==> config.mk <==
export PLATFORM = sky130hd
export DESIGN_NAME = pre_neuron_state_update
export DESIGN_NICKNAME = d
export VERILOG_FILES = /design/src/rtl/pre_neuron_state_update.sv
export SDC_FILE = /design/constraint.sdc
export NUM_CORES = 1
export LEC_CHECK = 0
export CORE_MARGIN = 1.5
export CORE_UTILIZATION = 50
export DETAILED_ROUTE_END_ITERATION = 8
export PLACE_DENSITY = 0.81
export SETUP_SLACK_MARGIN = 0.02
export SYNTH_ARGS = -nofsm -noshare
export SYNTH_HDL_FRONTEND = slang
export SYNTH_SLANG_ARGS = --single-unit
==> constraint.sdc <==
create_clock -name ck -period 15.2 [get_ports ck]
set_input_delay 2.28 -clock ck [delete_from_list [all_inputs] [get_ports ck]]
set_output_delay 2.28 -clock ck [all_outputs]
set_load 0.05 [all_outputs]
==> src/rtl/pre_neuron_state_update.sv <==
// Per-timestep neuron state scan: read each state word, apply leak, integrate and fire,
// write it back, and hand firing neuron indices downstream over a valid/ready port.
module pre_neuron_state_update #(
   parameter int ADDR_WIDTH = 8,
   parameter int DATA_WIDTH = 32,
   parameter int N_NEURON   = 256
) (
   input  logic                  ck,
   input  logic                  rst,
   input  logic                  start,
   input  logic [N_NEURON-1:0]   spk_in,
   input  logic [15:0]           in_weight,
   input  logic [15:0]           threshold,
   input  logic [3:0]            leak_shift,
   input  logic [15:0]           trace_inc,
   output logic                  sram_cs,
   output logic                  sram_we,
   output logic [ADDR_WIDTH-1:0] sram_a,
   output logic [DATA_WIDTH-1:0] sram_d,
   input  logic [DATA_WIDTH-1:0] sram_q,
   output logic                  spk_valid,
   output logic [ADDR_WIDTH-1:0] spk_addr,
   input  logic                  spk_ready,
   output logic                  busy,
   output logic                  done
);

   typedef enum logic [2:0] {IDLE, READ, CALC, WRITE, EMIT, FIN} state_t;

   state_t                state;
   logic [ADDR_WIDTH-1:0] idx;
   logic [N_NEURON-1:0]   spk_l;
   logic [15:0]           wgt_l, thr_l, inc_l;
   logic [3:0]            ls_l;
   logic                  fire_r;

   logic [15:0]           v, t, vl, tl, vsat, tfire, vnew, tnew;
   logic [16:0]           vsum, tsum;
   logic                  fire, last, adv;
   logic [DATA_WIDTH-1:0] wdata;

   // Neuron update, evaluated in CALC while sram_q holds the word read in READ
   always_comb begin
      v     = sram_q[15:0];
      t     = sram_q[31:16];
      vl    = v - (v >> ls_l);
      tl    = t - (t >> ls_l);
      vsum  = {1'b0, vl} + (spk_l[idx] ? {1'b0, wgt_l} : 17'd0);
      vsat  = vsum[16] ? 16'hFFFF : vsum[15:0];
      fire  = (thr_l != 16'd0) && (vsat >= thr_l);
      tsum  = {1'b0, t} + {1'b0, inc_l};
      tfire = tsum[16] ? 16'hFFFF : tsum[15:0];
      vnew  = fire ? 16'd0 : vsat;
      tnew  = fire ? tfire : tl;
      wdata = '0;
      wdata[31:0] = {tnew, vnew};
   end

   assign last = (idx == ADDR_WIDTH'(N_NEURON - 1));
   // Step to the next neuron: after a non-firing write, or when the spike is accepted
   assign adv  = ((state == WRITE) && !fire_r) || ((state == EMIT) && spk_ready);

   always_ff @(posedge ck or posedge rst) begin
      if (rst) begin
         state     <= IDLE;
         idx       <= '0;
         spk_l     <= '0;
         wgt_l     <= '0;
         thr_l     <= '0;
         inc_l     <= '0;
         ls_l      <= '0;
         fire_r    <= 1'b0;
         sram_cs   <= 1'b0;
         sram_we   <= 1'b0;
         sram_a    <= '0;
         sram_d    <= '0;
         spk_valid <= 1'b0;
         spk_addr  <= '0;
         busy      <= 1'b0;
         done      <= 1'b0;
      end else begin
         case (state)
            IDLE: if (start) begin
               spk_l   <= spk_in;
               wgt_l   <= in_weight;
               thr_l   <= threshold;
               ls_l    <= leak_shift;
               inc_l   <= trace_inc;
               idx     <= '0;
               state   <= READ;
               busy    <= 1'b1;
               sram_cs <= 1'b1;
               sram_we <= 1'b0;
               sram_a  <= '0;
            end
            READ: begin
               state   <= CALC;
               sram_cs <= 1'b0;
            end
            CALC: begin
               state   <= WRITE;
               fire_r  <= fire;
               sram_cs <= 1'b1;
               sram_we <= 1'b1;
               sram_a  <= idx;
               sram_d  <= wdata;
            end
            WRITE: begin
               sram_cs <= 1'b0;
               sram_we <= 1'b0;
               if (fire_r) begin
                  state     <= EMIT;
                  spk_valid <= 1'b1;
                  spk_addr  <= idx;
               end
            end
            EMIT: ;
            FIN: begin
               state <= IDLE;
               done  <= 1'b0;
               busy  <= 1'b0;
            end
            default: state <= IDLE;
         endcase

         if (adv) begin
            spk_valid <= 1'b0;
            if (last) begin
               state   <= FIN;
               done    <= 1'b1;
               sram_cs <= 1'b0;
               sram_we <= 1'b0;
            end else begin
               state   <= READ;
               idx     <= idx + 1'b1;
               sram_cs <= 1'b1;
               sram_we <= 1'b0;
               sram_a  <= idx + 1'b1;
            end
         end
      end
   end

endmodule

==> impl_summary.txt, run 1 <==
----------------------------------------------------
[Floorplanning]
  Row count ... 74
  Starting density of the core ... around half
  Die height ... between 200 and 250 um
  Horizontal die dimension ... around 210 um
  Core area ... 0.0409 mm^2
  Area of the die ... around 0.043 mm^2
  I/O pin cnt ... ~400

[Pwr]
  P per Cell Area ... roughly 270 mW/mm^2
  Worst-case vdd ir drop ... about 0.26 mV
  Lkg Pwr ... roughly 11 nW

[Critical path]
  Type of origin of the critical path ... primary input
  Length in cells of the worst reg-to-reg path ... 23
  Kind of cell with the highest combined delay on the critical path ... compound AO/OA/AOI/OAI gates
  Highest cell delay on the worst timing path ... 0.58 ns
  Number of buffers and inverters on the critical path ... 3
  CP max-delay cell ... sky130_fd_sc_hd__clkdlybuf4s50_1
  Maximum net fanout on the critical path ... 25
  Crit path kind ... primary input to flip-flop
  Reg-to-Reg End ... sram_d[1]
  FF-to-FF Start ... idx[0]
  Setup slack of the worst register-to-register path ... between 6 and 7 ns
  Arrival @ worst endpoint ... about 10 ns
  Crit-path most repeated cell ... sky130_fd_sc_hd__mux2i_1
  Required time of the worst setup path ... 15.66 ns
  Critical Path End Type ... flip-flop

[Global route]
  Number of antenna violations at the first check in global routing ... 14
  Total Routing Usage GR ... just under 30%
  Largest net degree at the start of global routing ... 201
  Global-route wire length before repair ... 97,300 um
  Overflow left after global routing ... 0
  Via count of the first global-routing pass ... approximately 17,000

[Clock network]
  Number of hold-repair buffers added at the cts stage ... 0
  Post_cts resized ... 0
  Count of clock tree sinks ... 373
  CTS root buffer ... sky130_fd_sc_hd__clkbuf_16
  Post-CTS Setup Inserts ... 0
  Buffer depth of the longest clock path ... 3
  Clock transition at the registers of the reported paths ... approximately 0.06 ns
  Clock tree from TritonCTS ... done
  Number of levels in the clock H-tree ... 2
  Clock insertion delay at the later pin of the skew report ... approximately 0.58 ns
  Clock buffer count from CTS ... 42

[Timing]
  Final Hold Viols ... 0
  Final Max Slew Viols ... 0
  Fmax achieved ... between 100 and 150 MHz
  Worst Max-Slew Pin Slew ... around 1.1 ns
  Count of final setup violators ... 0
  Worst hold-check slack ... 0.480 ns
  Worst slew slack as a fraction of its limit ... approximately a quarter
  Setup total negative slack ... 0 ns
  Post-layout minimum cycle time ... between 9 and 10 ns
  Final period util ... 63.1%
  Worst-case clock skew ... 0.0328 ns
  RSZ-0062 raised after global routing ... no

[Job]
  Max-cap violations ... 0

[Logic synthesis]
  Number of enable-type register cells in the synthesized netlist ... 0
  Dominant register cell in the synthesized netlist ... sky130_fd_sc_hd__dfrtp_1
  Seq/Total Area, Yosys ... 44.9%
  Post-Syn Area ... about 0.021 mm^2
  Yosys warnings ... 0
  Number of unique standard cell types used by synthesis ... 67
  Post-Synthesis Mean Instance Area ... about 12 um^2
  Post-synthesis net count ... around 2,200
  Total of flip-flops plus latches after synthesis ... 373
  Post-Synthesis Cells ... between 1,500 and 2,000
  Async set-reset flop share out of synthesis ... between 90% and 100%

[Worst hold path]
  Hold Path Class ... flip-flop to flip-flop
  Number of instances on the worst hold path ... 2
  WHS Endpoint ... sram_d[17]
  Beginning of the worst hold path ... sram_d[17]

[Layout]
  Layout area overhead ... 28.0%
  Fraction of final layout cells sized beyond drive strength 1 ... between 20% and 30%
  Post-route cell area ... 0.0266 mm^2
  NumNets Final ... ~2,600

[Placement]
  Post-DP Area ... 0.0252 mm^2
  Port Buffers ... a little under 400
  Placer Congestion ... around 0.94
  Post-DP HPWL ... roughly 46,000 um

[Route]
  Via density ... between 5 and 6
  Via count ... approximately 16,000
  Initial DRT Pass Iterations ... 5
  Count of routing violations after the opening detailed-route iteration ... around 1,200
  DR DRC count ... 0
  Remaining antenna violation count after routing ... 0
  Routed wire length per instance ... between 20 and 25 um
  Detailed-route wire length ... ~63,000 um

[Outcome]
  Outcome ... complete, no violations

----------------------------------------------------
-- synthesized netlist by cell type (4+ instances only) --
master                        n  share of area [%]
sky130_fd_sc_hd__mux2i_1     52                2.5
sky130_fd_sc_hd__o31a_1       5               0.21
sky130_fd_sc_hd__o21a_1      17               0.61
sky130_fd_sc_hd__a22oi_1      8               0.29
sky130_fd_sc_hd__xor2_1      13               0.55
sky130_fd_sc_hd__fa_1         4               0.38
sky130_fd_sc_hd__o22ai_1      4               0.12
sky130_fd_sc_hd__nand3_1     22               0.53
sky130_fd_sc_hd__buf_2        7               0.17
sky130_fd_sc_hd__or2_2       10               0.30
sky130_fd_sc_hd__mux4_2      65                7.0
sky130_fd_sc_hd__or3_1        7               0.21
sky130_fd_sc_hd__and3_1      11               0.33
sky130_fd_sc_hd__dfrtp_1    373                 45
sky130_fd_sc_hd__inv_1       39               0.70
sky130_fd_sc_hd__clkbuf_1    74                1.3
sky130_fd_sc_hd__a31o_2       4               0.17
sky130_fd_sc_hd__a31oi_1      7               0.21
sky130_fd_sc_hd__o2111ai_1    4               0.17
sky130_fd_sc_hd__a22o_1       8               0.34
sky130_fd_sc_hd__xnor2_1     29                1.2
sky130_fd_sc_hd__nand2_1    117                2.1
sky130_fd_sc_hd__o21ai_0     97                2.3
sky130_fd_sc_hd__nor2b_1     33               0.99
sky130_fd_sc_hd__nor4_1      10               0.30
sky130_fd_sc_hd__mux2_2     307                 17
sky130_fd_sc_hd__a2111oi_0    5               0.21
sky130_fd_sc_hd__a311oi_1    17               0.72
sky130_fd_sc_hd__ha_1        80                4.8
sky130_fd_sc_hd__nor2_1      91                1.6
sky130_fd_sc_hd__nor3_1      26               0.63
sky130_fd_sc_hd__a21o_1      14               0.51
sky130_fd_sc_hd__a211oi_1    15               0.54
sky130_fd_sc_hd__nand2b_1    21               0.63
sky130_fd_sc_hd__buf_1        9               0.16
sky130_fd_sc_hd__and2_1      17               0.51
sky130_fd_sc_hd__o31ai_1     21               0.76
sky130_fd_sc_hd__a21oi_1     69                1.7
sky130_fd_sc_hd__a221oi_1     9               0.38
sky130_fd_sc_hd__buf_6        4               0.22
-- worst max path at each step --
| stage | start | end | slack, ns | cells after the start |
|---|---|---|---|---|
| after CTS | sram_q[14] | sram_d[1] | 5.69 | 29 |
| after global placement | sram_q[14] | sram_d[1] | 5.40 | 29 |
| after global routing | sram_q[14] | sram_d[1] | 5.12 | 29 |
| after floorplan | rst | busy | 2.56 | 1 |
| after detailed placement | sram_q[14] | sram_d[1] | 5.09 | 29 |
| final | sram_q[14] | sram_d[1] | 5.60 | 29 |
-- sequential cells by signal (all words and copies together), names as in the netlist --
register / flops
spk_addr: 8
idx: 8
sram_we: 1
inc_l: 16
sram_d: 32
ls_l: 4
sram_cs: 1
sram_a: 8
state: 3
busy: 1
done: 1
fire_r: 1
spk_l: 256
thr_l: 16
spk_valid: 1
wgt_l: 16
-- cell families after synthesis --
logic type | synth area share, %
compound gates | 10.7
xor+xnor | 1.77
fa+ha+maj | 5.20
buf+inv | 2.71
flops | 44.9
mux | 26.2
simple gates | 8.65
-- worst register-to-register path: cells and delay by family (launching register included) --
kind                       cells  cell delay, ns
muxes                          1            0.69
buffers and inverters          2            1.10
adders and majority gates      2            0.69
DFF                            1            0.77
AOI/OAI and AO/OA             13            3.96
and+or+nand+nor                5            1.37
-- placed cells by master (no fill, tap or decap), types with 9 or more instances in the layout --
| cell type | count |
|---|---|
| sky130_fd_sc_hd__nor2_1 | 91 |
| sky130_fd_sc_hd__a21o_1 | 14 |
| sky130_fd_sc_hd__nand2b_1 | 21 |
| sky130_fd_sc_hd__xnor2_1 | 29 |
| sky130_fd_sc_hd__a221oi_1 | 9 |
| sky130_fd_sc_hd__buf_4 | 13 |
| sky130_fd_sc_hd__o21a_1 | 17 |
| sky130_fd_sc_hd__inv_1 | 38 |
| sky130_fd_sc_hd__mux2_2 | 307 |
| sky130_fd_sc_hd__nor2b_1 | 33 |
| sky130_fd_sc_hd__or2_2 | 10 |
| sky130_fd_sc_hd__nand3_1 | 22 |
| sky130_fd_sc_hd__mux2i_1 | 52 |
| sky130_fd_sc_hd__dfrtp_1 | 371 |
| sky130_fd_sc_hd__clkbuf_16 | 43 |
| sky130_fd_sc_hd__ha_1 | 80 |
| sky130_fd_sc_hd__mux4_2 | 65 |
| sky130_fd_sc_hd__and2_1 | 16 |
| sky130_fd_sc_hd__nand2_1 | 117 |
| sky130_fd_sc_hd__o21ai_0 | 97 |
| sky130_fd_sc_hd__a311oi_1 | 17 |
| sky130_fd_sc_hd__a21oi_1 | 69 |
| sky130_fd_sc_hd__nor4_1 | 10 |
| sky130_fd_sc_hd__a211oi_1 | 15 |
| sky130_fd_sc_hd__xor2_1 | 13 |
| sky130_fd_sc_hd__nor3_1 | 25 |
| sky130_fd_sc_hd__clkdlybuf4s50_1 | 396 |
| sky130_fd_sc_hd__and3_1 | 11 |
| sky130_fd_sc_hd__o31ai_1 | 21 |
-- routing by layer --
layer / GRT usage (%) / up-vias / wire (um)
li1: - / 7300 / -
met5: 0 / - / 59
met4: 10.5 / 8 / 1940
met3: 8.15 / 127 / 5170
met1: 36.8 / 8142 / 25100
met2: 50.2 / 602 / 31200
-- per-stage QoR --
stage               utilization (%)  instances  setup slack [ns]  power (mW)
finish                         65.1       2703              5.60        7.14
global route                   65.1       2699              5.12        7.66
CTS                            65.0       2695              5.69        7.14
detailed placement             61.5       2621              5.09        6.03
global placement               61.5       2621              5.40        5.88
floorplan                         -       1775              2.56        4.88
-- report_power, final --
group          switching, mW  internal, mW  total [mW]
clock                  0.432         0.627        1.06
combinational           2.34          1.92        4.26
sequential             0.327          1.49        1.82
total                   3.10          4.04        7.14
-- area by class of cell --
class	instances	area, um^2
Inverter	40	158
Sequential cell	373	9340
Clock inverter	16	235
Clock buffer	58	1200
Tap cell	532	666
Antenna cell	8	20.0
Fill cell	3047	14300
Multi-Input combinational cell	1265	10900
Timing Repair Buffer	411	4100
(Power assumes the default switching activity.)
==> run 2: changes to the inputs <==
Clock period 15.2 ns to 10 ns, I/O delays scaled along.
==> run 2 against run 1 <==
Against the previous run: hold slack better by 0.013 ns; combinational power up 51%; setup slack lost 4.1 ns; global-route usage shrank 0.35 points; sequential share of layout area grew 0.061 points; largest power group unchanged; utilization shrank 0.11 points.
==> impl_summary.txt, run 2 (synthesis results as in run 1) <==
----------------------------------------------------
[Route]
  Routed wire length per instance ... 23.1 um
  DR DRC count ... 0
  Detailed-route wire length ... 62,600 um
  Via count ... around 16,000
  Via density ... between 5 and 6
  Remaining antenna violation count after routing ... 0
  Count of routing violations after the opening detailed-route iteration ... just over 900
  Initial DRT Pass Iterations ... 5

[Clock network]
  Buffer depth of the longest clock path ... 3
  Clock tree from TritonCTS ... done
  Count of clock tree sinks ... about 370
  Clock buffer count from CTS ... 42
  Post_cts resized ... 0
  Clock transition at the registers of the reported paths ... around 0.06 ns
  Number of hold-repair buffers added at the cts stage ... 0
  Clock insertion delay at the later pin of the skew report ... between 0.5 and 0.6 ns
  Post-CTS Setup Inserts ... 0
  CTS root buffer ... sky130_fd_sc_hd__clkbuf_16
  Number of levels in the clock H-tree ... 2

[Worst hold path]
  Hold Path Class ... flip-flop to flip-flop
  Number of instances on the worst hold path ... 2
  Beginning of the worst hold path ... spk_addr[5]
  WHS Endpoint ... spk_addr[5]

[Global route]
  Busiest grt layer ... met2
  Via count of the first global-routing pass ... around 17,000
  Global-route wire length before repair ... about 96,000 um
  Met1 Track Usage GR ... a little over a third
  Overflow left after global routing ... 0
  Number of antenna violations at the first check in global routing ... 13
  Met3 track demand over resource in global routing ... under 10%
  Largest net degree at the start of global routing ... roughly 200
  Total Routing Usage GR ... 29.4%
  Global Route met2 Usage ... around 50%

[Layout]
  Registers with the most flip-flops ... spk_l x256, sram_d x32
  NumNets Final ... about 2,600
  Most common cell after layout, fill and taps aside ... sky130_fd_sc_hd__clkdlybuf4s50_1
  Layout area overhead ... 27.8%
  Register with the most flip-flops ... spk_l
  Fraction of final layout cells sized beyond drive strength 1 ... 22.0%
  Top library cells by usage in the layout, fill and taps aside ... 396 x sky130_fd_sc_hd__clkdlybuf4s50_1, 371 x sky130_fd_sc_hd__dfrtp_1, 307 x sky130_fd_sc_hd__mux2_2
  Count of filler cells inserted in the layout ... just over 3,000
  Flip-flop count of the largest register after layout ... about 260

[Placement]
  Placer Congestion ... around 0.9
  Post-DP HPWL ... 46,500 um
  Port Buffers ... 396

[Timing]
  Final Hold Viols ... 0
  Fmax achieved ... 118 MHz
  Worst Max-Slew Pin Slew ... ~1.4 ns
  Setup total negative slack ... 0 ns
  Worst-case clock skew ... between 0.03 and 0.04 ns
  Worst slew slack as a fraction of its limit ... about 8%
  RSZ-0062 raised after global routing ... no
  Count of final setup violators ... 0
  Final period util ... between 80% and 90%
  Worst hold-check slack ... 0.493 ns
  Final Max Slew Viols ... 0
  Post-layout minimum cycle time ... between 8 and 9 ns

[Critical path]
  FF-to-FF Start ... ls_l[0]
  Maximum net fanout on the critical path ... 25
  Required time of the worst setup path ... between 10 and 15 ns
  Reg-to-Reg End ... sram_d[28]
  Arrival @ worst endpoint ... 8.88 ns
  Highest cell delay on the worst timing path ... about 0.58 ns
  Type of origin of the critical path ... primary input
  Crit-path most repeated cell ... sky130_fd_sc_hd__mux2i_1
  CP max-delay cell ... sky130_fd_sc_hd__clkdlybuf4s50_1
  Setup slack of the worst register-to-register path ... ~1.9 ns
  Length in cells of the worst reg-to-reg path ... 29
  Crit path kind ... primary input to flip-flop
  Critical Path End Type ... flip-flop

[Outcome]
  Outcome ... complete, no violations

[Floorplanning]
  Starting density of the core ... between 50% and 60%
  I/O pin cnt ... between 300 and 400
  Die height ... ~210 um
  Area of the die ... around 0.043 mm^2
  Core area ... 0.0409 mm^2
  Row count ... 74
  Horizontal die dimension ... 207 um

[Pwr]
  Lkg Pwr ... 10.9 nW
  Worst-case vdd ir drop ... between 0.2 and 0.3 mV
  P per Cell Area ... between 400 and 500 mW/mm^2

[Job]
  Max-cap violations ... 0

----------------------------------------------------
run 2: layer usage:
| layer | routed length, um | part of all wire (%) |
|---|---|---|
| met5 | 77 | 0.12 |
| met3 | 5040 | 8.1 |
| met4 | 2340 | 3.7 |
| met1 | 24700 | 39 |
| met2 | 30400 | 49 |
run 2: worst max-delay path, delay by kind of cell:
kind / cells / cell delay [ns]
AO/OA/AOI/OAI: 12 / 3.18
adder cells (fa/ha/maj): 4 / 1.23
AND/OR/NAND/NOR: 5 / 1.16
buffers and inverters: 3 / 0.93
multiplexers: 4 / 0.74
XOR/XNOR: 1 / 0.13
run 2: cell type report:
| class | count | area (um^2) | share of cell area [%] |
|---|---|---|---|
| multi-input combinational | 1265 | 10900 | 41.0 |
| clock inverter | 10 | 128 | 0.480 |
| sequential | 373 | 9340 | 35.1 |
| clock buffer | 64 | 1240 | 4.68 |
| timing repair buffer | 414 | 4120 | 15.5 |
| tap | 532 | 666 | 2.50 |
| inverter | 40 | 154 | 0.579 |
| antenna | 8 | 20.0 | 0.0753 |
run 2: where the power goes:
part / internal [mW] / switching, mW / total (mW)
clock network: 0.891 / 0.653 / 1.54
registers: 2.27 / 0.504 / 2.77
logic: 2.94 / 3.51 / 6.44
total: 6.10 / 4.66 / 10.8
run 2: through the flow:
| stage | worst slack (ns) | power (mW) | utilization [%] | instances | area (um^2) |
|---|---|---|---|---|---|
| after global placement | 1.36 | 8.97 | 61.6 | 2624 | 25200 |
| after floorplan | 2.32 | 7.42 | - | 1775 | 20800 |
| after detailed placement | 1.02 | 9.16 | 61.6 | 2624 | 25200 |
| after global routing | 0.945 | 11.5 | 65.0 | 2702 | 26600 |
| final | 1.54 | 10.8 | 65.0 | 2706 | 26600 |
| after CTS | 1.60 | 10.8 | 64.9 | 2698 | 26600 |
run 2: worst max-delay path by stage:
stage / endpoint / from / cells after the start
final: sram_d[28] / sram_q[14] / 29
after global routing: sram_d[28] / sram_q[14] / 29
after CTS: sram_d[28] / sram_q[14] / 29
after detailed placement: sram_d[28] / sram_q[14] / 29
after global placement: sram_d[28] / sram_q[10] / 30
after floorplan: sram_d[26] / sram_q[7] / 29
==> variant, RTL diff (flow settings as in run 1) <==
Encoding of `state_t`: now one-hot (6 bits for 6 states).
--- a/src/rtl/pre_neuron_state_update.sv
+++ b/src/rtl/pre_neuron_state_update.sv
@@ -25,7 +25,7 @@
    output logic                  done
 );
 
-   typedef enum logic [2:0] {IDLE, READ, CALC, WRITE, EMIT, FIN} state_t;
+   typedef enum logic [5:0] {IDLE = 6'b000001, READ = 6'b000010, CALC = 6'b000100, WRITE = 6'b001000, EMIT = 6'b010000, FIN = 6'b100000} state_t;
 
    state_t                state;
    logic [ADDR_WIDTH-1:0] idx;
Function: same outputs for any inputs over 4 cycles, from zero or initial values and one cycle with rst high; so few cycles prove little.
==> variant against run 1 <==
Synthesized area shrank 0.29%. Routed wire length decreased by 2.3%. Non-clock buffer count grew 2. Critical path depth increased by 4. Sequential cell count increased by 3. Power fell by 14%. Worst setup slack got worse by 0.41 ns. Combinational power decreased by 19%. Final area is 1.1% lower. Clock power down 5%. Largest cell class unchanged.
==> variant: results (changes against run 1) <==
WP data arrival = 10.37 ns (+0.31 ns)
Layout Cells excl Fill = 3,265 (+21%)
final WL = 62,000 um (-2.3%)
synthesized net count = 2,798 (+27%)
sequential share of the synthesized area = 45.4% (+0.50 points)
slowest CP cell = nor2_1
Post-Syn Area per Cell = 8.75 um^2 (-25%)
P_leak = 12.5 nW (+15%)
slowest stage delay, CP = 0.89 ns (+0.31 ns)
internal power = 0.00343 W (-15%)
Clk. pwr = 0.00101 W (-5%)
post-synthesis adder-cell area fraction = 5.21% (+0.015 points)
layout cells sized above 1 = 6.48% (-16 points)
multi-input gates = 1,818 (+44%)
Register Area = 9420 um^2 (+0.80%)
vias in the first global route = 18,400 (+8.3%)
reg-to-reg critical path endpoint = sram_d[25]$_DFFE_PP0N_
clock sinks = 376 (+0.80%)
M2 GR Usage = 48.5% (-1.6 points)
CLK BUF = 60 (+3.4%)
Setup crit start = sram_q[15]
met3 Use GR = 5.18% (-3.0 points)
dpl ws = 4.75 ns (-0.330 ns)
post-synthesis compound-gate area fraction = 9.76% (-0.91 points)
min-delay src = wgt_l[11]$_DFFE_PP0P_
PwrDens = 234 nW/um^2 (-13%)
Post-DP HPWL = 44,300 um (-4.4%)
Clock Skews = 0.0261 ns (-0.00666 ns)
Seq. pwr = 0.00173 W (-5%)
status = complete, no violations
XOR/XNOR Fraction of Synth Area = 1.86% (+0.090 points)
reg2reg setup slack = 6.28 ns (-0.23 ns)
largest net degree at the start of global routing = 177 (-12%)
ratio of final minimum period to clock period = 65.8% (+2.7 points)
multi-input combinational area share = 40.2% (-0.73 points)
cell total after placement = 3,188 (+22%)
Final #Nets = 3,127 (+22%)
Tot Pwr = 0.00617 W (-14%)
synth cell count leaders = nand2_1 (1,013), dfrtp_1 (375), o21ai_0 (105), clkbuf_1 (102), ha_1 (80)
first-pass GRT wire length = 97,200 um (-0.11%)
variant: cell types whose count changed after synthesis, moves of 9 or more:
| cell | delta |
|---|---|
| nand2b_1 | -9 |
| o31ai_1 | -18 |
| mux2_2 | -294 |
| nor2_1 | -18 |
| a311oi_1 | -14 |
| nor2b_1 | -15 |
| o22ai_1 | +13 |
| a21oi_1 | -15 |
| nand3_1 | +9 |
| clkbuf_1 | +28 |
| nand2_1 | +896 |
variant: worst max-delay path: cells and delay by family:
family          cells  cell delay (ns)
mux                 2             0.27
compound gates     14             3.47
simple gates       11             2.40
fa+ha+maj           3             0.91
buf+inv             3             1.00
variant: metal layers:
| layer | up-vias | routed length [um] |
|---|---|---|
| li1 | 8597 | - |
| met1 | 8910 | 25000 |
| met2 | 770 | 29700 |
| met3 | 126 | 4970 |
| met4 | 2 | 2300 |
| met5 | - | 16 |
